File: config.mk
export PLATFORM = sky130hd
export DESIGN_NAME = sseg_scan_driver
export DESIGN_NICKNAME = d
export VERILOG_FILES = /design/src/rtl/sseg_scan_driver.sv
export SDC_FILE = /design/constraint.sdc
export NUM_CORES = 1
export LEC_CHECK = 0
export CORE_AREA = 2 2 91 93
export DETAILED_ROUTE_END_ITERATION = 10
export DIE_AREA = 0 0 93 95
export PLACE_DENSITY = 0.78
export SYNTH_ARGS = -nofsm -noshare
export SYNTH_HDL_FRONTEND = slang
export SYNTH_SLANG_ARGS = --single-unit
File: constraint.sdc
create_clock -name clk -period 5.6 [get_ports clk]
set_input_delay 0.56 -clock clk [delete_from_list [all_inputs] [get_ports clk]]
set_output_delay 0.56 -clock clk [all_outputs]
set_load 0.01 [all_outputs]
File: src/rtl/sseg_scan_driver.sv
// Time-multiplexed 8-digit seven-segment driver.
// Shows a 32-bit word as hex with leading-zero blanking, dashes for the
// empty flag and a slow blink for the full flag. Display inputs are
// captured once per frame so a frame never mixes old and new data.
module sseg_scan_driver #(
  parameter int REFRESH_DIV = 100000,
  parameter int NUM_DIGITS  = 8,
  parameter int BLINK_LOG2  = 26
) (
  input  logic        clk,
  input  logic        rst,
  input  logic [31:0] value,
  input  logic        empty,
  input  logic        full,
  output logic [7:0]  an,
  output logic [6:0]  seg,
  output logic        dp
);

  localparam int CNT_W = $clog2(REFRESH_DIV);
  localparam int IDX_W = $clog2(NUM_DIGITS);

  localparam logic [CNT_W-1:0] CNT_LAST = CNT_W'(REFRESH_DIV - 1);
  localparam logic [IDX_W-1:0] IDX_LAST = IDX_W'(NUM_DIGITS - 1);

  localparam logic [7:0] AN_OFF   = 8'hFF;
  localparam logic [6:0] SEG_OFF  = 7'h7F;
  localparam logic [6:0] SEG_DASH = 7'h3F;

  // Hex nibble to active-low {g,f,e,d,c,b,a} pattern.
  function automatic logic [6:0] hex_to_seg(input logic [3:0] nib);
    logic [6:0] s;
    case (nib)
      4'h0:    s = 7'h40;
      4'h1:    s = 7'h79;
      4'h2:    s = 7'h24;
      4'h3:    s = 7'h30;
      4'h4:    s = 7'h19;
      4'h5:    s = 7'h12;
      4'h6:    s = 7'h02;
      4'h7:    s = 7'h78;
      4'h8:    s = 7'h00;
      4'h9:    s = 7'h10;
      4'hA:    s = 7'h08;
      4'hB:    s = 7'h03;
      4'hC:    s = 7'h46;
      4'hD:    s = 7'h21;
      4'hE:    s = 7'h06;
      4'hF:    s = 7'h0E;
      default: s = 7'h7F;
    endcase
    return s;
  endfunction

  // Index of the most significant nonzero nibble; 0 when the word is zero,
  // which keeps digit 0 lit so a zero value shows a single "0".
  function automatic logic [2:0] top_nibble(input logic [31:0] v);
    logic [2:0] hi;
    hi = 3'd0;
    for (int i = 0; i < 8; i++) begin
      if (v[4*i +: 4] != 4'h0) begin
        hi = 3'(i);
      end else begin
        hi = hi;
      end
    end
    return hi;
  endfunction

  logic [CNT_W-1:0]      refresh_cnt_q, refresh_cnt_d;
  logic [IDX_W-1:0]      digit_idx_q, digit_idx_d;
  logic [BLINK_LOG2-1:0] blink_cnt_q, blink_cnt_d;
  logic [31:0]           shadow_value_q, shadow_value_d;
  logic                  shadow_empty_q, shadow_empty_d;
  logic                  shadow_full_q, shadow_full_d;
  logic [7:0]            an_q, an_d;
  logic [6:0]            seg_q, seg_d;
  logic                  dp_q, dp_d;

  logic                  refresh_wrap_s;
  logic                  frame_end_s;
  logic [2:0]            top_idx_s;
  logic [3:0]            nibble_s;

  // Scan counters and frame-boundary capture of the display inputs.
  always_comb begin
    refresh_cnt_d  = refresh_cnt_q;
    digit_idx_d    = digit_idx_q;
    shadow_value_d = shadow_value_q;
    shadow_empty_d = shadow_empty_q;
    shadow_full_d  = shadow_full_q;
    blink_cnt_d    = blink_cnt_q + {{(BLINK_LOG2-1){1'b0}}, 1'b1};

    refresh_wrap_s = (refresh_cnt_q == CNT_LAST);
    frame_end_s    = refresh_wrap_s && (digit_idx_q == IDX_LAST);

    if (refresh_wrap_s) begin
      refresh_cnt_d = {CNT_W{1'b0}};
      if (digit_idx_q == IDX_LAST) begin
        digit_idx_d = {IDX_W{1'b0}};
      end else begin
        digit_idx_d = digit_idx_q + {{(IDX_W-1){1'b0}}, 1'b1};
      end
    end else begin
      refresh_cnt_d = refresh_cnt_q + {{(CNT_W-1){1'b0}}, 1'b1};
      digit_idx_d   = digit_idx_q;
    end

    if (frame_end_s) begin
      shadow_value_d = value;
      shadow_empty_d = empty;
      shadow_full_d  = full;
    end else begin
      shadow_value_d = shadow_value_q;
      shadow_empty_d = shadow_empty_q;
      shadow_full_d  = shadow_full_q;
    end
  end

  // Anode/segment pattern for the current slot, applying blink, dash and blanking in priority order.
  always_comb begin
    an_d      = AN_OFF;
    seg_d     = SEG_OFF;
    dp_d      = 1'b1;
    top_idx_s = top_nibble(shadow_value_q);
    nibble_s  = shadow_value_q[{digit_idx_q, 2'b00} +: 4];

    if (shadow_full_q && blink_cnt_q[BLINK_LOG2-1]) begin
      an_d  = AN_OFF;
      seg_d = SEG_OFF;
    end else if (shadow_empty_q) begin
      an_d  = ~(8'h01 << digit_idx_q);
      seg_d = SEG_DASH;
    end else if (digit_idx_q > top_idx_s) begin
      an_d  = AN_OFF;
      seg_d = SEG_OFF;
    end else begin
      an_d  = ~(8'h01 << digit_idx_q);
      seg_d = hex_to_seg(nibble_s);
    end
  end

  // State and output registers with synchronous reset.
  always_ff @(posedge clk) begin
    if (rst) begin
      refresh_cnt_q  <= {CNT_W{1'b0}};
      digit_idx_q    <= {IDX_W{1'b0}};
      blink_cnt_q    <= {BLINK_LOG2{1'b0}};
      shadow_value_q <= 32'h0000_0000;
      shadow_empty_q <= 1'b0;
      shadow_full_q  <= 1'b0;
      an_q           <= AN_OFF;
      seg_q          <= SEG_OFF;
      dp_q           <= 1'b1;
    end else begin
      refresh_cnt_q  <= refresh_cnt_d;
      digit_idx_q    <= digit_idx_d;
      blink_cnt_q    <= blink_cnt_d;
      shadow_value_q <= shadow_value_d;
      shadow_empty_q <= shadow_empty_d;
      shadow_full_q  <= shadow_full_d;
      an_q           <= an_d;
      seg_q          <= seg_d;
      dp_q           <= dp_d;
    end
  end

  assign an  = an_q;
  assign seg = seg_q;
  assign dp  = dp_q;

endmodule

==> results of run 1 <==
[tightest hold or removal path, delay by kind of cell, from the launching register on]
family          cells  cell delay, ns
simple gates        1            0.05
flops               1            0.32
compound gates      1            0.05
[power by group through the flow]
stage | Combinational, W | Clock, W | Sequential, W
after global routing | 0.0000573 | 0.000520 | 0.000686
after detailed placement | 0.0000531 | 0 | 0.000701
after global placement | 0.0000530 | 0 | 0.000701
after floorplan | 0.0000182 | 0 | 0.000702
after CTS | 0.0000534 | 0.000489 | 0.000685
final | 0.0000532 | 0.000481 | 0.000685
[stage by stage]
stage | hold slack [ns] | std cells | util | area, um2 | total power [W]
floorplan | 0.426 | 484 | - | 4250 | 0.000720
global placement | 0.440 | 618 | 0.600 | 4760 | 0.000754
detailed placement | 0.445 | 618 | 0.600 | 4760 | 0.000754
CTS | 0.461 | 634 | 0.627 | 4970 | 0.00123
global route | 0.493 | 634 | 0.627 | 4970 | 0.00126
finish | 0.466 | 634 | 0.627 | 4970 | 0.00122
[cells in the final DEF (no fill, tap or decap), drive strengths merged, types with 3 or more instances in the layout]
cell           instances
nand4                  9
mux2                   3
and4                   3
clkinv                 3
nor3                   9
clkbuf                11
nor4                   8
xnor2                 14
o211ai                 3
nor2                  46
a21oi                 46
inv                   15
ha                    17
o221ai                 3
mux2i                  4
or3                    6
nor2b                  3
mux4                   8
nand3                 25
dfxtp                 95
clkdlybuf4s50         49
o21ai                 11
nand2                 90
and3                   7
xor2                  21
[kinds of logic (layout without fill, tap and decap cells)]
| group | Yosys count | in the layout | synth area share |
|---|---|---|---|
| AO/OA/AOI/OAI | 69 | 69 | 0.0895 |
| buffers and inverters | 37 | 82 | 0.0421 |
| other | 1 | 1 | 0.000883 |
| multiplexers | 15 | 15 | 0.0598 |
| adder cells (fa/ha/maj) | 17 | 17 | 0.0501 |
| flip-flops | 95 | 95 | 0.448 |
| XOR/XNOR | 35 | 35 | 0.0722 |
| AND/OR/NAND/NOR | 215 | 215 | 0.238 |
[sequential cells by signal, indices dropped and copies added (netlist names)]
register        flops
seg                 7
an                  8
shadow_full_q       1
shadow_empty_q      1
refresh_cnt_q      17
digit_idx_q         3
blink_cnt_q        26
shadow_value_q     32
[cell type report]
type / count / area (um2)
clock buffers: 11 / 131
multi-input cells: 352 / 2170
clock inverters: 5 / 82.6
inverters: 15 / 56.3
well taps: 105 / 131
repair buffers: 51 / 503
flip-flops and latches: 95 / 1900
fillers: 708 / 2950
[worst max-delay path by stage]
| stage | endpoint | slack [ns] |
|---|---|---|
| finish | seg[4]$_SDFF_PP1_ | 2.74 |
| global route | seg[6]$_SDFF_PP1_ | 2.49 |
| CTS | seg[0]$_SDFF_PP1_ | 2.78 |
| detailed placement | seg[0]$_SDFF_PP1_ | 2.82 |
| global placement | seg[0]$_SDFF_PP1_ | 2.91 |
| floorplan | seg[2]$_SDFF_PP1_ | 3.15 |
[metal layers]
metal / part of all wire / global-route usage
met3: 0.041 / 0.0399
met1: 0.45 / 0.254
met2: 0.49 / 0.352
met5: 0 / 0
met4: 0.016 / 0.0797
==> results.cfg, run 1 <==
[global_routing]
grt_pass1_vias = 3216
grt_pass1_wl_um = 14400
grt_usage = 0.204
antenna_found_initial = 0
gr-total-overflow = 0
grt_max_degree = 69

[critical_path]
arrival_ns = 3.05
reg2regPathDepth = 10
cp_cell_sequence = or4_1 > nand2b_1 > a21oi_1 > nor2_1 > ha_1 > nor2b_1 > o21ai_0 > a32oi_1 > nor3_1 > o221ai_1
required_ns = 5.80
path_max_fanout = 6
r2r-end = seg[4]$_SDFF_PP1_
end_kind = flip-flop
rrSetupSlack_ns = 2.74
r2r-start = shadow_value_q[21]$_SDFFE_PP0P_
cpMaxStageDelayCell = or4_1
crit_path_start_kind = flip-flop
cp_top_family = simple AND/OR/NAND/NOR gates
cp-startpoint = shadow_value_q[21]$_SDFFE_PP0P_
critPathKind = reg2reg
worst-path-stages = 10
crit_buf_inv = 0
slowest_delay_ns = 0.54

[clock_tree]
cts_buffers = 9
cts_root_buf = clkbuf_8
post_cts_resized = 0
clk_pin_slew_ns = 0.09
cts-htree-levels = 3
cts_setup_buffers = 0
cts_tree = built
cts_hold_buf = 0
cts_sinks = 95
clock_path_buffers = 2
clk_latency_ns = 0.36

[sta]
final.setup_skew_ns = 0.00599
slew_headroom = 0.180
final_hold_viol_count = 0
period_minus_slack_ns = 2.86
setup_violations = 0
fin_ws_ns = 2.74
fin_setup_tns_ns = 0
worst_slew_pin_slew_ns = 1.23
finalMaxSlewViolations = 0
rsz0062_at_grt = no
max_freq_mhz = 350
period_share = 0.511

[logic_synthesis]
synth-main-ff-cell = dfxtp_1
yosys_register_bits = 95
synthTopCellsByArea = dfxtp_1, nand2_1, a21oi_1
synth_top_area_frac = 0.448
yosys.cell_types.count = 47
syn_inst = 484
syn-cell-area_um2 = 4250
avgSynthCellArea_um2 = 8.78
yosysTopAreaCell = dfxtp_1
synth_nets = 537
ys_seq_area_frac = 0.448
yosysMostFrequentCell = dfxtp_1
yosys_warnings = 0
synth_edf_count = 0
synthArstFlopShare = 0
synth_common_cells = dfxtp_1, nand2_1, a21oi_1, nor2_1, nand3_1

[pwr]
seq_power_share = 0.562
swShare = 0.209
combPwrFrac = 0.044
cellPowerDensity_nw_per_um2 = 245
cellInternalPower_w = 0.000965
ir_drop_uv = 138
power_switching_w = 0.000254
cellLeakagePower_nw = 1.76
p_clk_frac = 0.395

[cells_and_area]
drive_gt1_frac = 0.0643
antenna_cells = 0
area_delta_synth_final_pct = 17.1
nets = 577

[worst_hold_path]
hold_start = shadow_value_q[2]$_SDFFE_PP0P_
holdPathStages = 2
hp-class = reg2reg
hold_end = shadow_value_q[2]$_SDFFE_PP0P_

[route]
wl_per_cell_um = 13.6
routed_wl_um = 8640
vias = 3471
drc_errors = 0
via_per_inst = 5.47
drt_iter0_markers = 163
final_antenna_net_count = 0
drt-pass1-iter-count = 4

[place]
gp_congestion = 0.878
io_buffer_count = 50
pre_cts_ws_ns = 2.82
dp_hpwl_um = 6140

[die]
die_w_um = 93
rows = 33
initial_core_util = 0.536
io_pins = 52
core_um2 = 7930
die_area_um2 = 8840
die_height_um = 95

[outcome]
outcome = complete, no violations

[run]
drv_cap = 0
Note: power is estimated with default switching activity, not from simulation.
==> run 2: changes to the inputs <==
==> constraint.sdc (replaced) <==
create_clock -name clk -period 2.93 [get_ports clk]
set_input_delay 0.293 -clock clk [delete_from_list [all_inputs] [get_ports clk]]
set_output_delay 0.293 -clock clk [all_outputs]
set_load 0.01 [all_outputs]
==> run 2 against run 1 <==
Against the previous run:
- final cell count increased by 1.3%
- critical path depth unchanged
- maximum frequency increased by 8.7%
- sequential power increased by 91%
- die area unchanged
- critical path type unchanged
- non-clock buffer count increased by 8
- sequential cell count unchanged
==> results.cfg, run 2 (same netlist as run 1, synthesis figures left out) <==
[outcome]
outcome = complete, no violations

[place]
gp_congestion = 0.898
pre_cts_ws_ns = 0.173
io_buffer_count = 50
dp_hpwl_um = 6120
dpl.cell_count = 626

[route]
wl_per_cell_um = 13.4
via_per_inst = 5.35
final_antenna_net_count = 0
drc_errors = 0
drt-pass1-iter-count = 5
drt_iter0_markers = 192
vias = 3435
routed_wl_um = 8600

[die]
die_height_um = 95
initial_core_util = 0.536
io_pins = 52
die_area_um2 = 8840
die_w_um = 93
core_um2 = 7930
rows = 33

[cells_and_area]
fin_cells = 642
layout_commonest_cell = dfxtp_1
regMostFlops = shadow_value_q
layout_common_cells = dfxtp_1, nand2_1, clkdlybuf4s50_1, a21oi_1, nor2_1
reg_top3 = shadow_value_q (32), blink_cnt_q (26), refresh_cnt_q (17)
antenna_cells = 0
filler_cell_count = 678
area_delta_synth_final_pct = 19.0
drive_gt1_frac = 0.0838
largest_reg_flops = 32
nets = 585

[pwr]
ir_drop_uv = 273
cellLeakagePower_nw = 1.81
cellPowerDensity_nw_per_um2 = 471

[critical_path]
required_ns = 3.15
cp_cell_sequence = or4_1 > nand2b_1 > a21oi_1 > nor2_1 > ha_1 > nor2b_1 > o21ai_0 > a32oi_1 > nor3_2 > o221ai_1
end_kind = flip-flop
reg2regPathDepth = 10
worst-path-stages = 10
arrival_ns = 2.84
rrSetupSlack_ns = 0.30
path_max_fanout = 6
critPathKind = reg2reg
cpMaxStageDelayCell = or4_1
cp_top_family = simple AND/OR/NAND/NOR gates
slowest_delay_ns = 0.56
crit_buf_inv = 0
crit_path_start_kind = flip-flop

[clock_tree]
cts_sinks = 95
cts_buffers = 9
clk_latency_ns = 0.36
clock_path_buffers = 2
cts_tree = built
cts_setup_buffers = 0
cts_root_buf = clkbuf_8
cts-htree-levels = 3
clk_pin_slew_ns = 0.09

[sta]
period_minus_slack_ns = 2.63
period_share = 0.897
max_freq_mhz = 380
fin_ws_ns = 0.301
slew_headroom = 0.467
final.setup_skew_ns = 0.0101
setup_violations = 0
rsz0062_at_grt = no
worst_slew_pin_slew_ns = 0.793
fin_setup_tns_ns = 0
final_hold_viol_count = 0
finalMaxSlewViolations = 0

[global_routing]
antenna_found_initial = 0
grt_max_degree = 36
grt_pass1_vias = 3305
gr-total-overflow = 0
grt_pass1_wl_um = 14700
grt_usage = 0.209

[run]
drv_cap = 0

[worst_hold_path]
holdPathStages = 2
hp-class = in2reg
run 2: repair_timing:
action / CTS / global route
resized for setup: 0 / 1
setup endpoints to repair: 0 / 6
hold endpoints to repair: 0 / 0
hold buffers: 0 / 0
run 2: final timing paths:
check / startpoint / endpoint
setup / recovery: shadow_value_q[20]$_SDFFE_PP0P_ / seg[2]$_SDFF_PP1_
hold / removal: rst / blink_cnt_q[24]$_SDFF_PP0_
setup reg to reg: shadow_value_q[20]$_SDFFE_PP0P_ / seg[2]$_SDFF_PP1_
hold reg to reg: shadow_value_q[1]$_SDFFE_PP0P_ / shadow_value_q[1]$_SDFFE_PP0P_
run 2: worst reg2reg max path, cell delays in order (launching register included):
cell and delay, ns:
dfxtp_1 0.34, or4_1 0.56, nand2b_1 0.18, a21oi_1 0.13, nor2_1 0.06, ha_1 0.28, nor2b_1 0.13, o21ai_0 0.16
a32oi_1 0.14, nor3_2 0.32, o221ai_1 0.19
run 2: layer usage:
metal / share of wire / vias up / global-route usage
met4: 0.028 / 0 / 0.0944
met1: 0.45 / 1570 / 0.248
met2: 0.47 / 97 / 0.359
met3: 0.044 / 23 / 0.0519
li1: - / 1745 / -
met5: 0 / - / 0
run 2: per-stage QoR:
stage / utilization / total power (W) / hold slack (ns) / instance area (um2)
2_1_floorplan: - / 0.00138 / 0.426 / 4250
3_3_place_gp: 0.608 / 0.00144 / 0.442 / 4820
3_5_place_dp: 0.608 / 0.00144 / 0.449 / 4820
4_1_cts: 0.637 / 0.00240 / 0.425 / 5050
5_1_grt: 0.637 / 0.00247 / 0.468 / 5050
6_report: 0.637 / 0.00238 / 0.448 / 5050
run 2: report_power, final:
part / internal, W / leakage, nW / switching [W]
clock network: 0.000510 / 0.117 / 0.000454
logic: 0.0000613 / 0.927 / 0.0000428
registers: 0.00130 / 0.769 / 0.00000755
total: 0.00187 / 1.81 / 0.000505
run 2: cell type report:
cell class	instances	area (um2)	area share
clock inverters	6	91.3	0.0181
inverters	15	56.3	0.0111
flip-flops and latches	95	1900	0.376
repair buffers	59	563	0.111
clock buffers	10	138	0.0272
multi-input cells	352	2170	0.430
well taps	105	131	0.0260
==> run 3: changes to the inputs <==
--- a/config.mk
+++ b/config.mk
@@ -8,6 +8,7 @@
 export CORE_AREA = 2 2 91 93
 export DETAILED_ROUTE_END_ITERATION = 10
 export DIE_AREA = 0 0 93 95
+export HOLD_SLACK_MARGIN = 0.02
 export PLACE_DENSITY = 0.78
 export SYNTH_ARGS = -nofsm -noshare
 export SYNTH_HDL_FRONTEND = slang
==> results of run 3 <==
Same layout as run 2: the final DEF is identical, and so are final timing and power.
